===== src/rtl/orion_types.sv =====
// Shared types for the issue-control slice: FSM state encoding and register-file size.
package orion_types;

    localparam int NUM_REGS = 32;
    localparam int REG_W    = $clog2(NUM_REGS);

    typedef enum logic [1:0] {
        ISSUE_RUN,
        ISSUE_STALL,
        ISSUE_HUNG
    } issue_state_t;

endpackage


===== src/rtl/pend_counter.sv =====
// Per-register in-flight writer counter: up/down, clamped at zero and at all-ones.
module pend_counter #(
    parameter int unsigned CNT_W = 2
) (
    input  logic clk_i,
    input  logic rst_ni,
    input  logic inc,
    input  logic dec,
    output logic zero,
    output logic full
);

    logic [CNT_W-1:0] count_reg;

    // Simultaneous inc and dec cancel; each direction is blocked at its limit.
    always_ff @(posedge clk_i or negedge rst_ni) begin
        if (!rst_ni) begin
            count_reg <= '0;
        end else if (inc && !dec && !full) begin
            count_reg <= count_reg + CNT_W'(1);
        end else if (dec && !inc && !zero) begin
            count_reg <= count_reg - CNT_W'(1);
        end
    end

    assign zero = (count_reg == '0);
    assign full = &count_reg;

endmodule


===== src/rtl/issue_scoreboard.sv =====
// Decode-to-execute issue control: RAW/WAW hazard stall, stall counting, stall watchdog.
module issue_scoreboard
    import orion_types::*;
#(
    parameter int unsigned CNT_W   = 2,
    parameter int unsigned TIMEOUT = 64
) (
    input  logic             clk_i,
    input  logic             rst_ni,
    input  logic             id_valid_i,
    input  logic [REG_W-1:0] id_rs1_s_i,
    input  logic [REG_W-1:0] id_rs2_s_i,
    input  logic             id_rs1_used_i,
    input  logic             id_rs2_used_i,
    input  logic [REG_W-1:0] id_rd_s_i,
    input  logic             id_rd_we_i,
    input  logic             flush_i,
    input  logic             ret_valid_i,
    input  logic [REG_W-1:0] ret_rd_s_i,
    output logic             id_stall_o,
    output logic             id_issue_o,
    output logic [31:0]      stall_cnt_o,
    output logic             hang_o
);

    localparam int unsigned WAIT_W = $clog2(TIMEOUT);

    logic [NUM_REGS-1:0] pend_zero;
    logic [NUM_REGS-1:0] pend_full;
    logic [NUM_REGS-1:1] inc_vec;
    logic [NUM_REGS-1:1] dec_vec;

    logic src_hazard;
    logic dst_hazard;

    issue_state_t      state_reg, state_next;
    logic [WAIT_W-1:0] wait_reg, wait_next, wait_inc;
    logic [31:0]       stall_cnt_reg;

    // x0 is hardwired: never pending, never saturated.
    assign pend_zero[0] = 1'b1;
    assign pend_full[0] = 1'b0;

    genvar gi;
    generate
        for (gi = 1; gi < NUM_REGS; gi++) begin : g_pend
            assign inc_vec[gi] = id_issue_o && id_rd_we_i && (id_rd_s_i == REG_W'(gi));
            assign dec_vec[gi] = ret_valid_i && (ret_rd_s_i == REG_W'(gi));

            pend_counter #(
                .CNT_W (CNT_W)
            ) u_pend (
                .clk_i  (clk_i),
                .rst_ni (rst_ni),
                .inc    (inc_vec[gi]),
                .dec    (dec_vec[gi]),
                .zero   (pend_zero[gi]),
                .full   (pend_full[gi])
            );
        end
    endgenerate

    // Hazards look only at registered counts, so a same-cycle retire does not unblock.
    always_comb begin
        src_hazard = (id_rs1_used_i && (id_rs1_s_i != '0) && !pend_zero[id_rs1_s_i])
                  || (id_rs2_used_i && (id_rs2_s_i != '0) && !pend_zero[id_rs2_s_i]);
        dst_hazard = id_rd_we_i && (id_rd_s_i != '0) && pend_full[id_rd_s_i];
        id_stall_o = id_valid_i && !flush_i && (src_hazard || dst_hazard);
        id_issue_o = id_valid_i && !flush_i && !id_stall_o;
    end

    // Watchdog next-state: the wait counter counts STALL cycles after the first stall cycle,
    // so reaching TIMEOUT-1 on an edge means TIMEOUT consecutive stall cycles have elapsed.
    always_comb begin
        state_next = state_reg;
        wait_next  = wait_reg;
        wait_inc   = wait_reg + WAIT_W'(1);
        case (state_reg)
            ISSUE_RUN: begin
                wait_next = '0;
                if (id_stall_o) begin
                    state_next = ISSUE_STALL;
                end
            end
            ISSUE_STALL: begin
                if (!id_stall_o) begin
                    state_next = ISSUE_RUN;
                    wait_next  = '0;
                end else begin
                    wait_next = wait_inc;
                    if (wait_inc == WAIT_W'(TIMEOUT - 1)) begin
                        state_next = ISSUE_HUNG;
                    end
                end
            end
            ISSUE_HUNG: begin
                state_next = ISSUE_HUNG;
            end
            default: begin
                state_next = ISSUE_RUN;
                wait_next  = '0;
            end
        endcase
    end

    // FSM state and wait counter registers.
    always_ff @(posedge clk_i or negedge rst_ni) begin
        if (!rst_ni) begin
            state_reg <= ISSUE_RUN;
            wait_reg  <= '0;
        end else begin
            state_reg <= state_next;
            wait_reg  <= wait_next;
        end
    end

    // Saturating performance counter of stall cycles, independent of FSM state.
    always_ff @(posedge clk_i or negedge rst_ni) begin
        if (!rst_ni) begin
            stall_cnt_reg <= '0;
        end else if (id_stall_o && (stall_cnt_reg != 32'hFFFF_FFFF)) begin
            stall_cnt_reg <= stall_cnt_reg + 32'd1;
        end
    end

    assign stall_cnt_o = stall_cnt_reg;
    assign hang_o      = (state_reg == ISSUE_HUNG);

endmodule


===== config.mk =====
export PLATFORM = sky130hd
export DESIGN_NAME = issue_scoreboard
export DESIGN_NICKNAME = d
export VERILOG_FILES = /design/src/rtl/orion_types.sv /design/src/rtl/pend_counter.sv /design/src/rtl/issue_scoreboard.sv
export SDC_FILE = /design/constraint.sdc
export NUM_CORES = 1
export LEC_CHECK = 0
export BUFFER_PORTS_ARGS = -buffer_cell sky130_fd_sc_hd__buf_2
export CAP_MARGIN = 20
export CORE_ASPECT_RATIO = 1.1
export CORE_MARGIN = 10
export CORE_UTILIZATION = 44
export CTS_BUF_LIST = sky130_fd_sc_hd__clkbuf_4 sky130_fd_sc_hd__clkbuf_8
export CTS_CLUSTER_DIAMETER = 50
export CTS_CLUSTER_SIZE = 20
export DETAILED_ROUTE_END_ITERATION = 8
export RECOVER_POWER = 100
export SYNTH_ARGS = -nofsm -noshare
export SYNTH_HDL_FRONTEND = slang
export SYNTH_SLANG_ARGS = --single-unit

===== constraint.sdc =====
create_clock -name clk_i -period 3.2 [get_ports clk_i]
set_clock_uncertainty 0.1 [all_clocks]
set_input_delay 0.64 -clock clk_i [delete_from_list [all_inputs] [get_ports clk_i]]
set_output_delay 0.64 -clock clk_i [all_outputs]
set_load 0.005 [all_outputs]

==> impl_metrics.tcl <==
set metrics [dict create \
    yosys.area.top_type "dfrtp_1" \
    clkSlewWorstSetupHoldPaths_ps 100 \
    drt-total-wl_mm 26.9 \
    numCtsBuffers 9 \
    gr-total-overflow 0 \
    fmax_mhz 303 \
    yosysWarnings 0 \
    setup_violations 2 \
    timing.setup.tns_ps -113 \
    slew_violations 41 \
    syn_nets 964 \
    grtUsageTotal_pct 22.8 \
    drtAntennaViolNets 0 \
    layout_common_cells "nand2_1 (123), buf_4 (120), dfrtp_1 (99)" \
    synth_ff_type "dfrtp_1" \
    p_int_w 0.00204 \
    yosys.area.top_type_share_pct 33.3 \
    reg2reg_slack_ps 100 \
    power_density_mw_per_mm2 336 \
    cts_max_path_buffers 2 \
    grt_pass1_wl_mm 41.2 \
    timing.final.crit_period_ps 3300 \
    viasPerCell 5.96 \
    worstSetupPathType "reg -> out" \
    drtIter0Drc 679 \
    cts.htree.levels 3 \
    io_pins 63 \
    syn_inst 933 \
    grt_pass1_vias 7384 \
    p_comb_share_pct 26.2 \
    leakagePower_nw 3.94 \
    tritoncts "built" \
    grt_max_degree 63 \
    largest_register_ffs 62 \
    setup.worst_path.end_class "output port" \
    syn2layout_area_growth_pct 21.2 \
    drive_gt1_share_pct 21.1 \
    p_switching_w 0.00109 \
    fin_cells 1327 \
    core-area_mm2 0.0171 \
    seq_area_frac_synth_pct 33.3 \
    postCtsHoldBufs 0 \
    final.setup.worst_slack_ps -95.4 \
    yosys-top-cells-area "dfrtp_1 (33%), nand2_1 (6.0%), nor2_1 (4.7%)" \
    die_w_um 146 \
    fin_util_pct 54.4 \
    async_reset_ff_share_pct 100 \
    die_h_um 158 \
    cts.sinks 102 \
    drc_errors 0 \
    fin_nets 1118 \
    sw_frac_of_total_pct 34.8 \
    power_frac_seq_pct 47.9 \
    rsz0062_at_grt "yes" \
    worstSkewPairLatency_ps 410 \
    final.fill_count 1714 \
    dp_hpwl_mm 21.1 \
    vias 7914 \
    cp_max_fo 3 \
    synth.distinct_cells 84 \
    gp_congestion 1.00 \
    die_area_mm2 0.0231 \
    drtPass1Iterations 6 \
    cap_violations 1 \
    synth-edff-count 0 \
    hold_viol_final 0 \
    rows 50 \
    post_drt_wl_per_cell_um 20.2 \
    cp.arrival_ps 2560 \
    numPortBuffers 62 \
    status "finished, violations left" \
    root_buffer "clkbuf_8" \
    antenna_found_initial 1 \
    synth.cell_area_mm2 0.00767 \
    post-place-cells 1299 \
    vdd_ir_drop_max_mv 0.244 \
    syn_avg_cell_area_um2 8.22 \
    hp-class "reg -> reg" \
    startpoint_type "flip-flop" \
    worst_slew_pin_slew_ps 2370 \
    power_frac_clock_pct 25.9 \
    synth-seq-cells 102 \
    required_ps 2460 \
    maxSlewHeadroom_pct -58.3 \
    post-route-period-util_pct 103 \
    place_ws_ps -259 \
    failed_checks "max-capacitance violations, max-slew violations, negative setup slack" \
    final_common_cell "nand2_1" \
    start_util_pct 44.9 \
]
## power by group through the flow
| stage | clock network [W] | registers, W | logic [W] |
|---|---|---|---|
| floorplan | 0 | 0.00151 | 0.000420 |
| global placement | 0 | 0.00152 | 0.000791 |
| detailed placement | 0 | 0.00152 | 0.000797 |
| CTS | 0.000844 | 0.00149 | 0.000810 |
| global route | 0.000887 | 0.00151 | 0.000886 |
| finish | 0.000811 | 0.00150 | 0.000818 |
## routing by layer
metal,up-vias,track usage [%],share of wire [%]
met5,-,0,0
met2,352,37.0,46
met3,87,4.71,7.6
li1,3745,-,-
met4,0,12.8,5.2
met1,3730,27.8,41
## synthesized netlist by cell type, types with 19 or more instances
cell      count
mux2i_1      21
inv_1        21
nand4_1      21
and3_1       20
nand2b_1     19
nand3_1      52
nor3_1       40
nor4_1       23
clkbuf_1     23
xnor2_1      28
and2_1       19
dfrtp_1     102
o21ai_0      46
xor2_1       19
nand2_1     123
nor2_1       97
## metrics by stage
| stage | instance area [um^2] | total power, W | hold WS, ps |
|---|---|---|---|
| 2_1_floorplan | 7720 | 0.00193 | 244 |
| 3_3_place_gp | 8990 | 0.00231 | 367 |
| 3_5_place_dp | 8990 | 0.00231 | 381 |
| 4_1_cts | 9250 | 0.00315 | 127 |
| 5_1_grt | 9300 | 0.00329 | 419 |
| 6_report | 9300 | 0.00313 | 398 |
## worst max-delay path: stages (launching register included)
cell	delay [ps]
dfrtp_1	420
nor2_4	70
mux4_2	470
and3_4	180
or4b_4	530
nor2_4	210
o31ai_4	100
inv_4	90
buf_6	90
## what timing repair did
action | 4_1_cts | 5_1_grt
cloned | 0 | 0
resized for setup | 9 | 16
pin swaps | 11 | 12
endpoints found under the setup margin | 2 | 6
buffers inserted | 6 | 7
## worst paths after layout
kind | start | cells past startpoint | end
max reg2reg | g_pend[23].u_pend.count_reg[0] | 10 | g_pend[6].u_pend.count_reg[1]
max in group asynchronous | rst_ni | 1 | g_pend[24].u_pend.count_reg[0]
min | stall_cnt_o[22] | 1 | stall_cnt_o[22]
min reg2reg | stall_cnt_o[22] | 1 | stall_cnt_o[22]
max | g_pend[15].u_pend.count_reg[0] | 8 | id_stall_o
min in group asynchronous | rst_ni | 1 | g_pend[13].u_pend.count_reg[1]
## final cells by class
cell class,instances,area (um^2),area share [%]
Clock inverter,7,62.6,0.673
Timing Repair Buffer,186,1260,13.5
Inverter,23,93.8,1.01
Clock buffer,9,124,1.33
Tap cell,234,293,3.15
Antenna cell,1,2.50,0.0269
Sequential cell,102,2560,27.5
Multi-Input combinational cell,765,4910,52.8
## cells by family after synthesis
group | count (synthesis) | share of synthesized area, %
simple gates | 485 | 32.1
compound gates | 193 | 18.2
flops | 102 | 33.3
buf+inv | 66 | 4.03
xor+xnor | 48 | 5.58
mux | 36 | 6.36
fa+ha+maj | 3 | 0.489
No activity file was read; power rests on OpenSTA's default activity.
